$ cat src/rtl/ym3438_timers_if.sv
//------------------------------------------------------------------------------
// Module      : ym3438_timers_if
// Description : Register/strobe inputs and status outputs of the OPN2 timer block.
// Revision    : 1.0 - initial release
//------------------------------------------------------------------------------
`default_nettype none

interface ym3438_timers_if;
    logic       c1;
    logic       timer_ed;
    logic [9:0] ta;
    logic [7:0] tb;
    logic [5:0] reg_27;
    logic       write_27;
    logic       timer_a;
    logic       timer_b;
    logic       timer_a_ovf;
    logic       irq;

    modport master (
        output c1, timer_ed, ta, tb, reg_27, write_27,
        input  timer_a, timer_b, timer_a_ovf, irq
    );

    modport slave (
        input  c1, timer_ed, ta, tb, reg_27, write_27,
        output timer_a, timer_b, timer_a_ovf, irq
    );
endinterface

`default_nettype wire

$ cat src/rtl/ym3438_timers.sv
//------------------------------------------------------------------------------
// Module      : ym3438_timers
// Description : OPN2 Timer A / Timer B counters, status flags, overflow pulse, IRQ.
// Revision    : 1.0 - initial release
//------------------------------------------------------------------------------
`default_nettype none

module ym3438_timers (
    input  wire logic     MCLK,
    input  wire logic     IC,
    ym3438_timers_if.slave bus
);

    localparam logic [9:0] c_CNT_A_MAX = 10'h3FF;
    localparam logic [7:0] c_CNT_B_MAX = 8'hFF;
    localparam logic [3:0] c_PRESC_TC  = 4'hF;

    logic [9:0] r_cnt_a;
    logic [7:0] r_cnt_b;
    logic [3:0] r_presc_b;
    logic       r_load_a_d;
    logic       r_load_b_d;
    logic       r_flag_a;
    logic       r_flag_b;
    logic       r_ovf_a;
    logic       r_irq;

    logic       w_slot;
    logic       w_tick;
    logic       w_load_a;
    logic       w_load_b;
    logic       w_load_a_edge;
    logic       w_load_b_edge;
    logic       w_presc_tc;
    logic       w_ovf_a;
    logic       w_ovf_b;
    logic [9:0] w_cnt_a_nxt;
    logic [7:0] w_cnt_b_nxt;
    logic       w_flag_a_nxt;
    logic       w_flag_b_nxt;

    assign w_slot        = bus.c1;
    assign w_tick        = bus.c1 & bus.timer_ed;
    assign w_load_a      = bus.reg_27[0];
    assign w_load_b      = bus.reg_27[1];
    assign w_load_a_edge = w_load_a & ~r_load_a_d;
    assign w_load_b_edge = w_load_b & ~r_load_b_d;
    assign w_presc_tc    = (r_presc_b == c_PRESC_TC);

    // A load edge takes priority over counting, so the reload tick never overflows.
    assign w_ovf_a = w_tick & w_load_a & r_load_a_d & (r_cnt_a == c_CNT_A_MAX);
    assign w_ovf_b = w_tick & w_load_b & r_load_b_d & w_presc_tc
                   & (r_cnt_b == c_CNT_B_MAX);

    always_comb begin
        w_cnt_a_nxt = r_cnt_a;
        if (w_tick && w_load_a) begin
            if (w_load_a_edge || w_ovf_a) begin
                w_cnt_a_nxt = bus.ta;
            end else begin
                w_cnt_a_nxt = r_cnt_a + 10'd1;
            end
        end
    end

    // Timer B reload edge is seen on every tick; only counting waits for the prescaler.
    always_comb begin
        w_cnt_b_nxt = r_cnt_b;
        if (w_tick && w_load_b) begin
            if (w_load_b_edge || w_ovf_b) begin
                w_cnt_b_nxt = bus.tb;
            end else if (w_presc_tc) begin
                w_cnt_b_nxt = r_cnt_b + 8'd1;
            end
        end
    end

    // Clear is applied first so a same-tick overflow set wins.
    always_comb begin
        w_flag_a_nxt = r_flag_a;
        w_flag_b_nxt = r_flag_b;
        if (w_slot && bus.write_27 && bus.reg_27[4]) begin
            w_flag_a_nxt = 1'b0;
        end
        if (w_slot && bus.write_27 && bus.reg_27[5]) begin
            w_flag_b_nxt = 1'b0;
        end
        if (w_ovf_a && bus.reg_27[2]) begin
            w_flag_a_nxt = 1'b1;
        end
        if (w_ovf_b && bus.reg_27[3]) begin
            w_flag_b_nxt = 1'b1;
        end
    end

    always_ff @(posedge MCLK or posedge IC) begin
        if (IC) begin
            r_cnt_a    <= 10'd0;
            r_cnt_b    <= 8'd0;
            r_presc_b  <= 4'd0;
            r_load_a_d <= 1'b0;
            r_load_b_d <= 1'b0;
        end else if (w_tick) begin
            r_cnt_a    <= w_cnt_a_nxt;
            r_cnt_b    <= w_cnt_b_nxt;
            r_presc_b  <= r_presc_b + 4'd1;
            r_load_a_d <= w_load_a;
            r_load_b_d <= w_load_b;
        end
    end

    always_ff @(posedge MCLK or posedge IC) begin
        if (IC) begin
            r_flag_a <= 1'b0;
            r_flag_b <= 1'b0;
            r_ovf_a  <= 1'b0;
            r_irq    <= 1'b0;
        end else begin
            r_flag_a <= w_flag_a_nxt;
            r_flag_b <= w_flag_b_nxt;
            r_irq    <= w_flag_a_nxt | w_flag_b_nxt;
            if (w_slot) begin
                r_ovf_a <= w_ovf_a;
            end
        end
    end

    assign bus.timer_a     = r_flag_a;
    assign bus.timer_b     = r_flag_b;
    assign bus.timer_a_ovf = r_ovf_a;
    assign bus.irq         = r_irq;

endmodule

`default_nettype wire

$ cat src/flat_wrapper.sv
// flat-port wrapper written by rule: the top's interface ports become plain ports
module ym3438_timers_flat 
  (MCLK, IC, bus_c1, bus_timer_ed, bus_ta, bus_tb, bus_reg_27, bus_write_27, bus_timer_a, bus_timer_b, bus_timer_a_ovf, bus_irq);
  ym3438_timers_if bus_i ();
  input  wire logic MCLK;
  input  wire logic IC;
  input wire logic [$bits(bus_i.c1)-1:0] bus_c1;
  input wire logic [$bits(bus_i.timer_ed)-1:0] bus_timer_ed;
  input wire logic [$bits(bus_i.ta)-1:0] bus_ta;
  input wire logic [$bits(bus_i.tb)-1:0] bus_tb;
  input wire logic [$bits(bus_i.reg_27)-1:0] bus_reg_27;
  input wire logic [$bits(bus_i.write_27)-1:0] bus_write_27;
  output wire logic [$bits(bus_i.timer_a)-1:0] bus_timer_a;
  output wire logic [$bits(bus_i.timer_b)-1:0] bus_timer_b;
  output wire logic [$bits(bus_i.timer_a_ovf)-1:0] bus_timer_a_ovf;
  output wire logic [$bits(bus_i.irq)-1:0] bus_irq;
  assign bus_i.c1 = bus_c1;
  assign bus_i.timer_ed = bus_timer_ed;
  assign bus_i.ta = bus_ta;
  assign bus_i.tb = bus_tb;
  assign bus_i.reg_27 = bus_reg_27;
  assign bus_i.write_27 = bus_write_27;
  assign bus_timer_a = bus_i.timer_a;
  assign bus_timer_b = bus_i.timer_b;
  assign bus_timer_a_ovf = bus_i.timer_a_ovf;
  assign bus_irq = bus_i.irq;
  ym3438_timers u_core (.MCLK(MCLK), .IC(IC), .bus(bus_i));
endmodule
$ cat config.mk
export PLATFORM = sky130hd
export DESIGN_NAME = ym3438_timers_flat
export DESIGN_NICKNAME = d
export VERILOG_FILES = /design/src/rtl/ym3438_timers_if.sv /design/src/rtl/ym3438_timers.sv /design/src/flat_wrapper.sv
export SDC_FILE = /design/constraint.sdc
export NUM_CORES = 1
export LEC_CHECK = 0
export BUFFER_PORTS_ARGS = -buffer_cell sky130_fd_sc_hd__buf_4
export CAP_MARGIN = 25
export CORE_ASPECT_RATIO = 1.1
export CORE_MARGIN = 4
export CORE_UTILIZATION = 32
export DETAILED_ROUTE_END_ITERATION = 8
export RECOVER_POWER = 25
export SLEW_MARGIN = 25
export SYNTH_ARGS = -nofsm -noshare
export SYNTH_HDL_FRONTEND = slang
export SYNTH_SLANG_ARGS = --single-unit
$ cat constraint.sdc
create_clock -name MCLK -period 4.1 [get_ports MCLK]
set_clock_uncertainty 0.15 [all_clocks]
set_input_delay 0.205 -clock MCLK [delete_from_list [all_inputs] [get_ports MCLK]]
set_output_delay 0.205 -clock MCLK [all_outputs]
set_load 0.05 [all_outputs]
==> flow_summary.html, run 1 <==
<table>
<tr><th>Metric</th><th>Value</th></tr>
<tr><th colspan="2">Status</th></tr>
<tr><td>Outcome</td><td>complete, no violations</td></tr>
<tr><th colspan="2">Floorplanning</th></tr>
<tr><td>Width of the die</td><td>75.8 um</td></tr>
<tr><td>Die area</td><td>6260 um2</td></tr>
<tr><td>Effective utilization at floorplan</td><td>0.338</td></tr>
<tr><td>I/O pin count</td><td>33</td></tr>
<tr><td>Die outline height</td><td>about 83 um</td></tr>
<tr><td>Placeable core region</td><td>4780 um2</td></tr>
<tr><td>Count of standard-cell rows</td><td>26</td></tr>
<tr><th colspan="2">Logic synthesis</th></tr>
<tr><td>Yosys Warn Count</td><td>0</td></tr>
<tr><td>Share of the synthesized area in the top cell type</td><td>0.433</td></tr>
<tr><td>Cell Area, Synth</td><td>1620 um2</td></tr>
<tr><td>Avg Synthesized Cell Area</td><td>roughly 8.7 um2</td></tr>
<tr><td>Leading post-synthesis cells by instance count</td><td>28 x dfrtp_1, 24 x nand2_1, 19 x o21ai_0</td></tr>
<tr><td>Gate count after technology mapping</td><td>186</td></tr>
<tr><td>Count of unique library cells instantiated by Yosys</td><td>37</td></tr>
<tr><td>Fraction of the yosys area taken by sequential cells</td><td>0.433</td></tr>
<tr><td>Number of nets in the synthesized netlist</td><td>218</td></tr>
<tr><td>Fraction of registers with async set/reset</td><td>1.00</td></tr>
<tr><td>Number of synthesized flops with an enable pin</td><td>0</td></tr>
<tr><td>Most used flip-flop cell after synthesis</td><td>dfrtp_1</td></tr>
<tr><td>Largest area contributor in the netlist</td><td>dfrtp_1</td></tr>
<tr><td>Leading cell types by total area after synthesis</td><td>dfrtp_1 43%, o21ai_0 5.9%, nand2_1 5.6%</td></tr>
<tr><td>Register bit total from synthesis</td><td>28</td></tr>
<tr><td>Leading cell type by number of instances after synthesis</td><td>dfrtp_1</td></tr>
<tr><th colspan="2">Power</th></tr>
<tr><td>Static power due to leakage</td><td>0.864 nW</td></tr>
<tr><td>Cell Pwr Density</td><td>422 nW/um2</td></tr>
<tr><td>Worst IR Drop VDD</td><td>approximately 150 uV</td></tr>
<tr><th colspan="2">Timing</th></tr>
<tr><td>Count of final max-slew check failures</td><td>0</td></tr>
<tr><td>Max-slew headroom</td><td>0.288</td></tr>
<tr><td>Final worst path period share</td><td>0.571</td></tr>
<tr><td>Least setup slack across all paths after layout</td><td>between 1.5 and 2 ns</td></tr>
<tr><td>Count of final hold-check violations</td><td>0</td></tr>
<tr><td>Max Freq</td><td>0.427 GHz</td></tr>
<tr><td>Setup-violating endpoint count in the final report</td><td>0</td></tr>
<tr><td>Setup total negative slack</td><td>0 ns</td></tr>
<tr><td>RSZ-0062 raised after global routing</td><td>false</td></tr>
<tr><td>Transition time at the pin with the least slew margin</td><td>1.07 ns</td></tr>
<tr><td>Tmin final</td><td>2.34 ns</td></tr>
<tr><th colspan="2">Setup path</th></tr>
<tr><td>CP cell instances</td><td>ha_1 -&gt; and3_1 -&gt; a41oi_1 -&gt; a21bo_2 -&gt; a21oi_1 -&gt; a21oi_1</td></tr>
<tr><td>CP Depth</td><td>6</td></tr>
<tr><td>Crit path required time</td><td>4.08 ns</td></tr>
<tr><td>Reg2reg setup slack</td><td>around 1.8 ns</td></tr>
<tr><td>Kind of critical path</td><td>reg -&gt; reg</td></tr>
<tr><td>Critical Path End Type</td><td>flop</td></tr>
<tr><td>Length in cells of the worst reg-to-reg path</td><td>6</td></tr>
<tr><td>Cell with the largest stage delay on the worst path</td><td>a41oi_1</td></tr>
<tr><td>Max Fanout on Critical Path</td><td>11</td></tr>
<tr><td>Cell class contributing the biggest share of worst-path delay</td><td>compound AO/OA/AOI/OAI gates</td></tr>
<tr><td>Worst path arrival time</td><td>2.32 ns</td></tr>
<tr><td>Critical Path Max Stage Delay</td><td>0.65 ns</td></tr>
<tr><td>Cell seen most often among critical-path stages</td><td>a21oi_1</td></tr>
<tr><td>Critical path startpoint category</td><td>flop</td></tr>
<tr><td>Critical path buffers and inverters</td><td>0</td></tr>
<tr><th colspan="2">Placed design</th></tr>
<tr><td>Worst setup timing slack at the placement stage</td><td>1.82 ns</td></tr>
<tr><td>Dpl cells</td><td>266</td></tr>
<tr><td>DPL Wire Length</td><td>2.70 mm</td></tr>
<tr><td>Quantity of I/O buffers inserted on ports</td><td>32</td></tr>
<tr><td>Final estimated routing congestion in global placement</td><td>0.806</td></tr>
<tr><th colspan="2">Worst hold path</th></tr>
<tr><td>Number of instances on the worst hold path</td><td>2</td></tr>
<tr><td>Hold Crit Class</td><td>in -&gt; reg</td></tr>
<tr><th colspan="2">Layout</th></tr>
<tr><td>Area delta synth-&gt;final</td><td>19.7%</td></tr>
<tr><td>Antenna diode count</td><td>0</td></tr>
<tr><td>Post-layout net count</td><td>248</td></tr>
<tr><td>Fraction of layout instances using a drive strength above 1</td><td>0.192</td></tr>
<tr><td>Final non-filler cell total</td><td>270</td></tr>
<tr><th colspan="2">Global routing</th></tr>
<tr><td>First-pass GRT wire length</td><td>~6 mm</td></tr>
<tr><td>Vias in the first global route</td><td>1286</td></tr>
<tr><td>Total gr overflow</td><td>0</td></tr>
<tr><td>Maximum number of pins on one net before global-route repair</td><td>29</td></tr>
<tr><td>Initial antenna violation count</td><td>0</td></tr>
<tr><td>Combined global-route utilization of all metal layers</td><td>0.122</td></tr>
<tr><th colspan="2">Clocking</th></tr>
<tr><td>Buffers from clock root to sink, at most</td><td>2</td></tr>
<tr><td>Clock edge transition at the registers on the reported setup and hold paths</td><td>0.09 ns</td></tr>
<tr><td>Cell at the root of the clock tree</td><td>clkbuf_8</td></tr>
<tr><td>Quantity of gates resized following cts</td><td>0</td></tr>
<tr><td>Buffers inserted during post-CTS setup optimization</td><td>0</td></tr>
<tr><td>H-tree depth reported by CTS</td><td>1</td></tr>
<tr><td>Hold-fix buffers, CTS</td><td>1</td></tr>
<tr><td>Clock Latency Late Sink</td><td>~0.27 ns</td></tr>
<tr><td>Total number of clock tree sinks</td><td>28</td></tr>
<tr><td>Clock tree from TritonCTS</td><td>done</td></tr>
<tr><td>Inserted Clock Buffers</td><td>3</td></tr>
<tr><th colspan="2">Drt</th></tr>
<tr><td>Post-detailed-route count of antenna-violating nets</td><td>0</td></tr>
<tr><td>Pre-antenna DRT Iters</td><td>4</td></tr>
<tr><td>Vias per inst</td><td>5.44</td></tr>
<tr><td>Vias after detailed routing</td><td>1468</td></tr>
<tr><td>Count of routing violations after the opening detailed-route iteration</td><td>88</td></tr>
<tr><td>Detailed Route WL</td><td>roughly 3.7 mm</td></tr>
<tr><td>Remaining design rule violation count</td><td>0</td></tr>
<tr><td>Per-cell routed wire length</td><td>approximately 14 um</td></tr>
<tr><th colspan="2">Run</th></tr>
<tr><td>MaxCap Viol Count</td><td>0</td></tr>
</table>
## registers in the layout (all words and copies together), names as in the netlist
register and cells:
u_core.bus.timer_a 1, u_core.bus.irq 1, u_core.bus.timer_b 1, u_core.r_cnt_b 8
u_core.r_load_a_d 1, u_core.bus.timer_a_ovf 1, u_core.r_cnt_a 10, u_core.r_presc_b 4
u_core.r_load_b_d 1
## path summary, 6_finish.rpt
check | startpoint | end
setup / recovery | u_core.r_cnt_a[0] | u_core.r_cnt_a[7]
setup reg to reg | u_core.r_cnt_a[0] | u_core.r_cnt_a[7]
hold / removal | bus_c1 | u_core.bus.timer_a_ovf
hold reg to reg | u_core.r_presc_b[3] | u_core.r_presc_b[3]
min in group asynchronous | IC | u_core.r_cnt_b[5]
max in group asynchronous | IC | u_core.r_cnt_a[1]
## stage by stage
step                      power [mW]  area (um2)   util  hold slack (ns)
after floorplan                0.606        1620      -            0.120
after global placement         0.674        1890  0.395            0.307
after detailed placement       0.678        1890  0.395            0.171
after CTS                      0.827        1940  0.406           0.0233
after global routing           0.885        1940  0.405           0.0364
final                          0.818        1940  0.405           0.0280
## worst register-to-register path, stage by stage, from the launching register on
cell	delay [ns]
dfrtp_1	0.43
ha_1	0.23
and3_1	0.24
a41oi_1	0.65
a21bo_2	0.30
a21oi_1	0.15
a21oi_1	0.05
## cell type report
cell class              count  area, um2
fillers                   484       2850
multi-input cells         145        860
flip-flops and latches     28        701
repair buffers             33        246
well taps                  56       70.1
clock buffers               3       41.3
inverters                   5       18.8
## layer usage
metal | up-vias | global-route usage | routed length (um)
li1 | 741 | - | -
met1 | 697 | 0.167 | 1720
met2 | 26 | 0.191 | 1730
met3 | 4 | 0.0194 | 165
met4 | 0 | 0.0490 | 51
met5 | - | 0 | 0
## placed cells by master (no fill, tap or decap), types with 2 or more instances in the layout
cell type | synthesis | final
inv_1 | 5 | 5
xnor2_1 | 3 | 3
a211oi_1 | 2 | 2
a2bb2oi_1 | 2 | 2
a21oi_1 | 14 | 14
nand2_1 | 24 | 24
o22ai_1 | 2 | 2
o21ai_0 | 19 | 19
and3_1 | 6 | 6
nand3_1 | 16 | 16
clkbuf_8 | 0 | 3
ha_1 | 3 | 3
mux2i_1 | 8 | 8
or3_1 | 3 | 3
a31oi_1 | 2 | 2
nor2b_1 | 3 | 3
nand4_1 | 7 | 7
dfrtp_1 | 28 | 28
and2_1 | 3 | 3
buf_4 | 0 | 30
nor4_1 | 3 | 3
nor2_1 | 8 | 8
nor3_1 | 4 | 4
## cells by family (layout without fill, tap and decap cells)
family,count (synthesis),in the layout,share of synthesized area
flops,28,28,0.433
compound gates,46,46,0.166
fa+ha+maj,3,3,0.0232
buf+inv,13,41,0.0356
mux,9,9,0.0565
simple gates,84,84,0.270
xor+xnor,3,3,0.0162
## report_power, final
group	internal, mW	switching [mW]	total (mW)
registers	0.356	0.0901	0.446
clock network	0.0659	0.0810	0.147
logic	0.115	0.110	0.225
total	0.538	0.281	0.818
No activity file was read; power rests on OpenSTA's default activity.
==> inputs of run 2 (changes only) <==
==> constraint.sdc (replaced) <==
create_clock -name MCLK -period 2 [get_ports MCLK]
set_clock_uncertainty 0.15 [all_clocks]
set_input_delay 0.1 -clock MCLK [delete_from_list [all_inputs] [get_ports MCLK]]
set_output_delay 0.1 -clock MCLK [all_outputs]
set_load 0.05 [all_outputs]
==> run 2 against run 1 <==
The flow now finishes with violations (negative hold slack). Fmax up 20%. Via count increased by 7.9%. Die area is the same. Global-route usage up 2.0 points. Combinational power rose to 3.0 times the previous value. First-iteration DRC count grew 26%. Sequential power up 100%. Hold slack worse by 0.049 ns. Sequential share of layout area down 5.8 points. Critical path depth decreased by 1. Register-to-register slack got worse by 1.7 ns. Critical endpoint is now u_core.r_cnt_b[3]. Largest cell class unchanged.
==> flow_summary.html, run 2 (same netlist as run 1, synthesis figures left out) <==
<table>
<tr><th>Metric</th><th>Value</th></tr>
<tr><th colspan="2">Status</th></tr>
<tr><td>Outcome</td><td>finished with violations</td></tr>
<tr><td>Failing checks</td><td>negative hold slack</td></tr>
<tr><th colspan="2">Timing</th></tr>
<tr><td>RSZ-0062 raised after global routing</td><td>true</td></tr>
<tr><td>Max-slew headroom</td><td>0.519 (+0.230)</td></tr>
<tr><td>Count of final max-slew check failures</td><td>0 (unchanged)</td></tr>
<tr><td>Max Freq</td><td>0.514 GHz (+20%)</td></tr>
<tr><td>Final worst path period share</td><td>0.974 (+0.403)</td></tr>
<tr><td>Transition time at the pin with the least slew margin</td><td>0.722 ns (-0.344 ns)</td></tr>
<tr><td>Worst hold margin</td><td>-0.0211 ns (-0.0491 ns)</td></tr>
<tr><td>Setup-violating endpoint count in the final report</td><td>0 (unchanged)</td></tr>
<tr><td>Count of final hold-check violations</td><td>2 (+2)</td></tr>
<tr><td>Tmin final</td><td>1.95 ns (-0.393 ns)</td></tr>
<tr><th colspan="2">Layout</th></tr>
<tr><td>Largest registers in the final layout</td><td>u_core.r_cnt_a x10, u_core.r_cnt_b x8, u_core.r_presc_b x4</td></tr>
<tr><td>Max FFs per register</td><td>10 (unchanged)</td></tr>
<tr><td>Post-layout net count</td><td>285 (+15%)</td></tr>
<tr><td>Final non-filler cell total</td><td>307 (+14%)</td></tr>
<tr><td>Commonest cells after routing, fill and taps aside</td><td>49 x buf_4, 27 x dfrtp_1, 23 x nand2_1</td></tr>
<tr><td>Number of filler instances in the final layout</td><td>456 (-5.8%)</td></tr>
<tr><td>Fraction of layout instances using a drive strength above 1</td><td>0.279 (+0.0873)</td></tr>
<tr><td>Final core occ</td><td>0.482 (+0.0774)</td></tr>
<tr><td>Area delta synth-&gt;final</td><td>42.6%</td></tr>
<tr><td>Antenna diode count</td><td>0 (unchanged)</td></tr>
<tr><td>Multi-input gate area</td><td>915 um2 (+6.4%)</td></tr>
<tr><td>Most common cell after layout, fill and taps aside</td><td>buf_4</td></tr>
<tr><td>Area used by sequential logic in the layout</td><td>702 um2 (+0.18%)</td></tr>
<tr><td>Largest register by flop count</td><td>u_core.r_cnt_a</td></tr>
<tr><th colspan="2">Power</th></tr>
<tr><td>Combinational share of power</td><td>0.359 (+0.084)</td></tr>
<tr><td>Cell internal power dissipation</td><td>1.24 mW (+130%)</td></tr>
<tr><td>Sequential group share of total power</td><td>0.476 (-0.070)</td></tr>
<tr><td>Sw Ratio</td><td>0.349 (+0.00567)</td></tr>
<tr><td>Worst IR Drop VDD</td><td>411 uV (+180%)</td></tr>
<tr><td>Switching Power</td><td>662 uW (+140%)</td></tr>
<tr><td>Static power due to leakage</td><td>1.03 nW (+19%)</td></tr>
<tr><td>Part of the power in the clock network</td><td>0.165 (-0.015)</td></tr>
<tr><td>Cell Pwr Density</td><td>823 nW/um2 (+95%)</td></tr>
<tr><th colspan="2">Floorplanning</th></tr>
<tr><td>Count of standard-cell rows</td><td>26 (unchanged)</td></tr>
<tr><td>Die outline height</td><td>82.6 um (unchanged)</td></tr>
<tr><td>I/O pin count</td><td>33 (unchanged)</td></tr>
<tr><td>Width of the die</td><td>75.8 um (unchanged)</td></tr>
<tr><td>Die area</td><td>6260 um2 (unchanged)</td></tr>
<tr><td>Placeable core region</td><td>4780 um2 (unchanged)</td></tr>
<tr><td>Effective utilization at floorplan</td><td>0.338 (unchanged)</td></tr>
<tr><th colspan="2">Global routing</th></tr>
<tr><td>Maximum number of pins on one net before global-route repair</td><td>29 (unchanged)</td></tr>
<tr><td>Vias in the first global route</td><td>1507 (+17%)</td></tr>
<tr><td>Total gr overflow</td><td>0 (unchanged)</td></tr>
<tr><td>Initial antenna violation count</td><td>0 (unchanged)</td></tr>
<tr><td>Combined global-route utilization of all metal layers</td><td>0.143 (+0.0202)</td></tr>
<tr><td>First-pass GRT wire length</td><td>6.82 mm (+16%)</td></tr>
<tr><th colspan="2">Setup path</th></tr>
<tr><td>Critical Path End Type</td><td>flop</td></tr>
<tr><td>Worst path arrival time</td><td>1.97 ns (-0.35 ns)</td></tr>
<tr><td>Crit path required time</td><td>2.02 ns (-2.06 ns)</td></tr>
<tr><td>Max Fanout on Critical Path</td><td>5 (-6)</td></tr>
<tr><td>Critical path startpoint category</td><td>flop</td></tr>
<tr><td>Kind of critical path</td><td>reg -&gt; reg</td></tr>
<tr><th colspan="2">Clocking</th></tr>
<tr><td>H-tree depth reported by CTS</td><td>1 (unchanged)</td></tr>
<tr><td>Cell at the root of the clock tree</td><td>clkbuf_8</td></tr>
<tr><td>Clock Latency Late Sink</td><td>0.27 ns (about the same)</td></tr>
<tr><td>Total number of clock tree sinks</td><td>28 (unchanged)</td></tr>
<tr><td>Buffers from clock root to sink, at most</td><td>2 (unchanged)</td></tr>
<tr><td>Inserted Clock Buffers</td><td>3 (unchanged)</td></tr>
<tr><td>Clock tree from TritonCTS</td><td>done</td></tr>
<tr><td>Clock edge transition at the registers on the reported setup and hold paths</td><td>0.10 ns (about the same)</td></tr>
<tr><th colspan="2">Worst hold path</th></tr>
<tr><td>Hold Crit Class</td><td>in -&gt; reg</td></tr>
<tr><th colspan="2">Run</th></tr>
<tr><td>MaxCap Viol Count</td><td>0 (unchanged)</td></tr>
<tr><th colspan="2">Drt</th></tr>
<tr><td>Vias after detailed routing</td><td>1584 (+7.9%)</td></tr>
<tr><td>Remaining design rule violation count</td><td>0 (unchanged)</td></tr>
<tr><td>Vias per inst</td><td>5.16 (-5.1%)</td></tr>
<tr><td>Per-cell routed wire length</td><td>13.8 um (+1.8%)</td></tr>
<tr><td>Pre-antenna DRT Iters</td><td>4 (unchanged)</td></tr>
<tr><td>Post-detailed-route count of antenna-violating nets</td><td>0 (unchanged)</td></tr>
<tr><td>Detailed Route WL</td><td>4.24 mm (+16%)</td></tr>
<tr><td>Count of routing violations after the opening detailed-route iteration</td><td>111 (+26%)</td></tr>
<tr><th colspan="2">Placed design</th></tr>
<tr><td>Quantity of I/O buffers inserted on ports</td><td>32 (unchanged)</td></tr>
<tr><td>Final estimated routing congestion in global placement</td><td>0.817 (+1.4%)</td></tr>
<tr><td>DPL Wire Length</td><td>2.89 mm (+7.2%)</td></tr>
<tr><td>Dpl cells</td><td>283 (+6.4%)</td></tr>
</table>
==> run 2: cell types whose count changed in the layout (fill, tap and decap cells not counted), sizes merged <==
| cell | change |
|---|---|
| and2 | +1 |
| dlygate4sd3 | +17 |
| buf | +19 |
==> run 2: final timing paths <==
path,start,end,slack (ns),depth (start not counted)
worst max register to register,u_core.r_presc_b[0],u_core.r_cnt_b[3],0.05,5
worst max-delay path,u_core.r_presc_b[0],u_core.r_cnt_b[3],0.05,5
max in group asynchronous,IC,u_core.r_cnt_b[1],0.77,4
min in group asynchronous,IC,u_core.r_cnt_b[2],0.42,4
worst min-delay path,bus_tb[4],u_core.r_cnt_b[4],-0.02,3
worst min register to register,u_core.r_presc_b[3],u_core.r_presc_b[3],0.35,1
==> run 2: stage by stage <==
step           TNS (ns)  total power, mW  cell area [um2]  hold slack, ns  setup slack [ns]
5_1_grt        -0.00769             2.04             2310          0.0240          -0.00769
2_1_floorplan         0             1.27             1640          0.0154            0.0136
4_1_cts               0             1.87             2260       0.0000155            0.0532
3_3_place_gp          0             1.51             2040          0.0515            0.0957
3_5_place_dp          0             1.52             2040          0.0554            0.0548
6_report              0             1.90             2310         -0.0211            0.0527
==> run 2: layout make-up <==
cell class                      instances  share of cell area
Multi-Input combinational cell        146               0.396
Sequential cell                        28               0.304
Timing Repair Buffer                   69               0.243
Tap cell                               56              0.0304
Clock buffer                            3              0.0179
Inverter                                5             0.00813
==> run 2: critical path, cell delays in order, from the launching register on <==
cell and delay (ns):
dfrtp_1 0.39, ha_2 0.20, nand3_2 0.08, or4_4 0.52, and2_4 0.19, a221o_1 0.30
==> run 2: power by group through the flow <==
stage,clock network (mW),logic (mW),registers (mW)
floorplan,0,0.383,0.890
global placement,0,0.610,0.899
detailed placement,0,0.623,0.898
CTS,0.328,0.650,0.889
global route,0.343,0.769,0.930
finish,0.314,0.681,0.903
==> run 2: timing repair <==
item / in CTS / in global routing
hold endpoints to repair: 44 / 0
resized for setup: 0 / 8
setup endpoints to repair: 0 / 8
hold buffers: 18 / 0
setup buffers: 0 / 2
==> run 2: routing by layer <==
layer	GRT usage	up-vias	wire length, um
met1	0.188	741	2060
met3	0.0182	6	148
met2	0.232	26	1950
met4	0.0594	0	89
met5	0	-	0
li1	-	811	-
==> inputs of run 3 (changes only) <==
==> constraint.sdc (replaced) <==
create_clock -name MCLK -period 2.1 [get_ports MCLK]
set_clock_uncertainty 0.15 [all_clocks]
set_input_delay 0.105 -clock MCLK [delete_from_list [all_inputs] [get_ports MCLK]]
set_output_delay 0.105 -clock MCLK [all_outputs]
set_load 0.05 [all_outputs]
==> run 3 against run 2 <==
The run now ends clean. Clock power increased by 11%. First-iteration DRC count decreased by 32%. Clock-buffer cell count is 1 higher. Global-route usage barely moved. Sequential power is 3.8% lower. Hold slack improved by 0.026 ns. Fmax decreased by 4.6%. Worst setup slack gained 0.0061 ns. Critical path type unchanged. Largest cell class unchanged.
==> flow_summary.html, run 3 (same netlist as run 1, synthesis figures left out) <==
<table>
<tr><th>Metric</th><th>Value</th></tr>
<tr><th colspan="2">Status</th></tr>
<tr><td>Outcome</td><td>complete, no violations</td></tr>
<tr><th colspan="2">Drt</th></tr>
<tr><td>Per-cell routed wire length</td><td>14.3 um (+3.7%)</td></tr>
<tr><td>Vias after detailed routing</td><td>1566 (-1.1%)</td></tr>
<tr><td>Pre-antenna DRT Iters</td><td>4 (unchanged)</td></tr>
<tr><td>Vias per inst</td><td>5.27 (+2.2%)</td></tr>
<tr><td>Post-detailed-route count of antenna-violating nets</td><td>0 (unchanged)</td></tr>
<tr><td>Remaining design rule violation count</td><td>0 (unchanged)</td></tr>
<tr><td>Detailed Route WL</td><td>4.26 mm (+0.33%)</td></tr>
<tr><td>Count of routing violations after the opening detailed-route iteration</td><td>75 (-32%)</td></tr>
<tr><th colspan="2">Placed design</th></tr>
<tr><td>Quantity of I/O buffers inserted on ports</td><td>32 (unchanged)</td></tr>
<tr><td>DPL Wire Length</td><td>2.95 mm (+1.9%)</td></tr>
<tr><td>Dpl cells</td><td>277 (-2.1%)</td></tr>
<tr><td>Final estimated routing congestion in global placement</td><td>0.798 (-2.4%)</td></tr>
<tr><th colspan="2">Run</th></tr>
<tr><td>MaxCap Viol Count</td><td>0 (unchanged)</td></tr>
<tr><th colspan="2">Timing</th></tr>
<tr><td>Setup-violating endpoint count in the final report</td><td>0 (unchanged)</td></tr>
<tr><td>Max-slew headroom</td><td>0.509 (-0.00949)</td></tr>
<tr><td>Transition time at the pin with the least slew margin</td><td>0.736 ns (+0.0142 ns)</td></tr>
<tr><td>Max Freq</td><td>0.490 GHz (-4.6%)</td></tr>
<tr><td>Tmin final</td><td>2.04 ns (+0.0939 ns)</td></tr>
<tr><td>Count of final max-slew check failures</td><td>0 (unchanged)</td></tr>
<tr><td>Count of final hold-check violations</td><td>0 (-2)</td></tr>
<tr><td>Worst hold margin</td><td>0.00447 ns (+0.0256 ns)</td></tr>
<tr><td>Final worst path period share</td><td>0.972 (-0.00167)</td></tr>
<tr><th colspan="2">Power</th></tr>
<tr><td>Cell Pwr Density</td><td>809 nW/um2 (-1.7%)</td></tr>
<tr><td>Static power due to leakage</td><td>0.994 nW (-3.6%)</td></tr>
<tr><td>Worst IR Drop VDD</td><td>286 uV (-30%)</td></tr>
<tr><th colspan="2">Floorplanning</th></tr>
<tr><td>I/O pin count</td><td>33 (unchanged)</td></tr>
<tr><td>Width of the die</td><td>75.8 um (unchanged)</td></tr>
<tr><td>Die area</td><td>6260 um2 (unchanged)</td></tr>
<tr><td>Die outline height</td><td>82.6 um (unchanged)</td></tr>
<tr><td>Effective utilization at floorplan</td><td>0.338 (unchanged)</td></tr>
<tr><td>Placeable core region</td><td>4780 um2 (unchanged)</td></tr>
<tr><td>Count of standard-cell rows</td><td>26 (unchanged)</td></tr>
<tr><th colspan="2">Setup path</th></tr>
<tr><td>Destination of the critical timing path</td><td>u_core.r_cnt_b[3]</td></tr>
<tr><td>Worst path arrival time</td><td>2.06 ns (+0.09 ns)</td></tr>
<tr><td>FF-to-FF Start</td><td>u_core.r_cnt_b[1]</td></tr>
<tr><td>Max Fanout on Critical Path</td><td>9 (+4)</td></tr>
<tr><td>Crit path required time</td><td>2.12 ns (+0.10 ns)</td></tr>
<tr><td>Destination of the worst register-to-register timing path</td><td>u_core.r_cnt_b[3]</td></tr>
<tr><td>Length in cells of the worst reg-to-reg path</td><td>5 (unchanged)</td></tr>
<tr><td>Critical Path End Type</td><td>flop</td></tr>
<tr><td>Kind of critical path</td><td>reg -&gt; reg</td></tr>
<tr><td>Critical Path Start</td><td>u_core.r_cnt_b[1]</td></tr>
<tr><td>Critical path startpoint category</td><td>flop</td></tr>
<tr><td>Reg2reg setup slack</td><td>0.06 ns (about the same)</td></tr>
<tr><th colspan="2">Clocking</th></tr>
<tr><td>Buffers from clock root to sink, at most</td><td>2 (unchanged)</td></tr>
<tr><td>Clock edge transition at the registers on the reported setup and hold paths</td><td>0.10 ns (about the same)</td></tr>
<tr><td>Clock Latency Late Sink</td><td>0.28 ns (about the same)</td></tr>
<tr><td>H-tree depth reported by CTS</td><td>1 (unchanged)</td></tr>
<tr><td>Cell at the root of the clock tree</td><td>clkbuf_8</td></tr>
<tr><td>Total number of clock tree sinks</td><td>28 (unchanged)</td></tr>
<tr><td>Clock tree from TritonCTS</td><td>done</td></tr>
<tr><td>Inserted Clock Buffers</td><td>3 (unchanged)</td></tr>
<tr><th colspan="2">Layout</th></tr>
<tr><td>Area delta synth-&gt;final</td><td>36.8%</td></tr>
<tr><td>Fraction of layout instances using a drive strength above 1</td><td>0.249 (-0.0299)</td></tr>
<tr><td>Max FFs per register</td><td>10 (unchanged)</td></tr>
<tr><td>Final core occ</td><td>0.463 (-0.0196)</td></tr>
<tr><td>Commonest cells after routing, fill and taps aside</td><td>42 x buf_4, 28 x dfrtp_1, 23 x nand2_1</td></tr>
<tr><td>Most common cell after layout, fill and taps aside</td><td>buf_4</td></tr>
<tr><td>Post-layout net count</td><td>274 (-3.9%)</td></tr>
<tr><td>Antenna diode count</td><td>0 (unchanged)</td></tr>
<tr><td>Final non-filler cell total</td><td>297 (-3.3%)</td></tr>
<tr><td>Largest registers in the final layout</td><td>u_core.r_cnt_a x10, u_core.r_cnt_b x8, u_core.r_presc_b x4</td></tr>
<tr><td>Largest register by flop count</td><td>u_core.r_cnt_a</td></tr>
<tr><th colspan="2">Worst hold path</th></tr>
<tr><td>Number of instances on the worst hold path</td><td>3 (unchanged)</td></tr>
<tr><td>Hold Crit Class</td><td>in -&gt; reg</td></tr>
<tr><th colspan="2">Global routing</th></tr>
<tr><td>Total gr overflow</td><td>0 (unchanged)</td></tr>
<tr><td>Vias in the first global route</td><td>1489 (-1.2%)</td></tr>
<tr><td>Combined global-route utilization of all metal layers</td><td>0.143 (+0.000178)</td></tr>
<tr><td>Initial antenna violation count</td><td>0 (unchanged)</td></tr>
<tr><td>Maximum number of pins on one net before global-route repair</td><td>29 (unchanged)</td></tr>
<tr><td>First-pass GRT wire length</td><td>6.90 mm (+1.1%)</td></tr>
</table>
[run 3: changes by cell type in the layout (fill, tap and decap cells not counted), sizes merged]
cell	previous run	this run
clkbuf	5	6
buf	49	42
dlygate4sd3	18	15
and2	5	4
[run 3: area by class of cell]
type | count | area [um2]
multi-input cells | 145 | 891
well taps | 56 | 70.1
fillers | 457 | 2570
inverters | 5 | 18.8
repair buffers | 59 | 478
clock buffers | 4 | 55.1
flip-flops and latches | 28 | 701
[run 3: worst min path at each step]
| stage | from | to | slack (ns) |
|---|---|---|---|
| after global routing | bus_tb[3] | u_core.r_cnt_b[3] | 0.01 |
| after detailed placement | IC | u_core.r_cnt_b[5] | 0.06 |
| after global placement | IC | u_core.r_cnt_b[5] | 0.05 |
| after floorplan | IC | u_core.bus.irq | 0.02 |
| final | bus_tb[6] | u_core.r_cnt_b[6] | 0.004 |
| after CTS | bus_timer_ed | u_core.r_load_b_d | 0.001 |
[run 3: through the flow]
step / setup slack, ns / setup TNS (ns) / total power [mW] / area [um2]
global placement: 0.110 / 0 / 1.36 / 1970
floorplan: 0.0165 / 0 / 1.18 / 1620
global route: -0.00214 / -0.00214 / 1.92 / 2210
finish: 0.0588 / 0 / 1.79 / 2210
CTS: 0.0430 / 0 / 1.75 / 2180
detailed placement: 0.0654 / 0 / 1.38 / 1970
[run 3: per-layer routing]
metal,vias to the layer above,wire length [um],global-route usage
met2,34,2090,0.230
met4,0,39,0.0524
li1,784,-,-
met3,2,158,0.0121
met1,746,1970,0.197
met5,-,0,0
[run 3: critical path, stage by stage, from the launching register on]
cell	delay, ns
dfrtp_1	0.44
ha_4	0.17
nand3_2	0.08
or4_4	0.56
and2_4	0.21
a221o_1	0.32
[run 3: timing repair]
item | 4_1_cts | 5_1_grt
gates resized for setup | 0 | 6
buffers inserted | 0 | 1
endpoints found under the hold margin | 42 | 0
hold buffers | 15 | 0
setup endpoints to repair | 0 | 12
[run 3: where the power goes]
part,total (mW),switching [mW],internal (mW)
Clock,0.350,0.182,0.168
Combinational,0.570,0.267,0.304
Sequential,0.869,0.174,0.695
Total,1.79,0.623,1.17
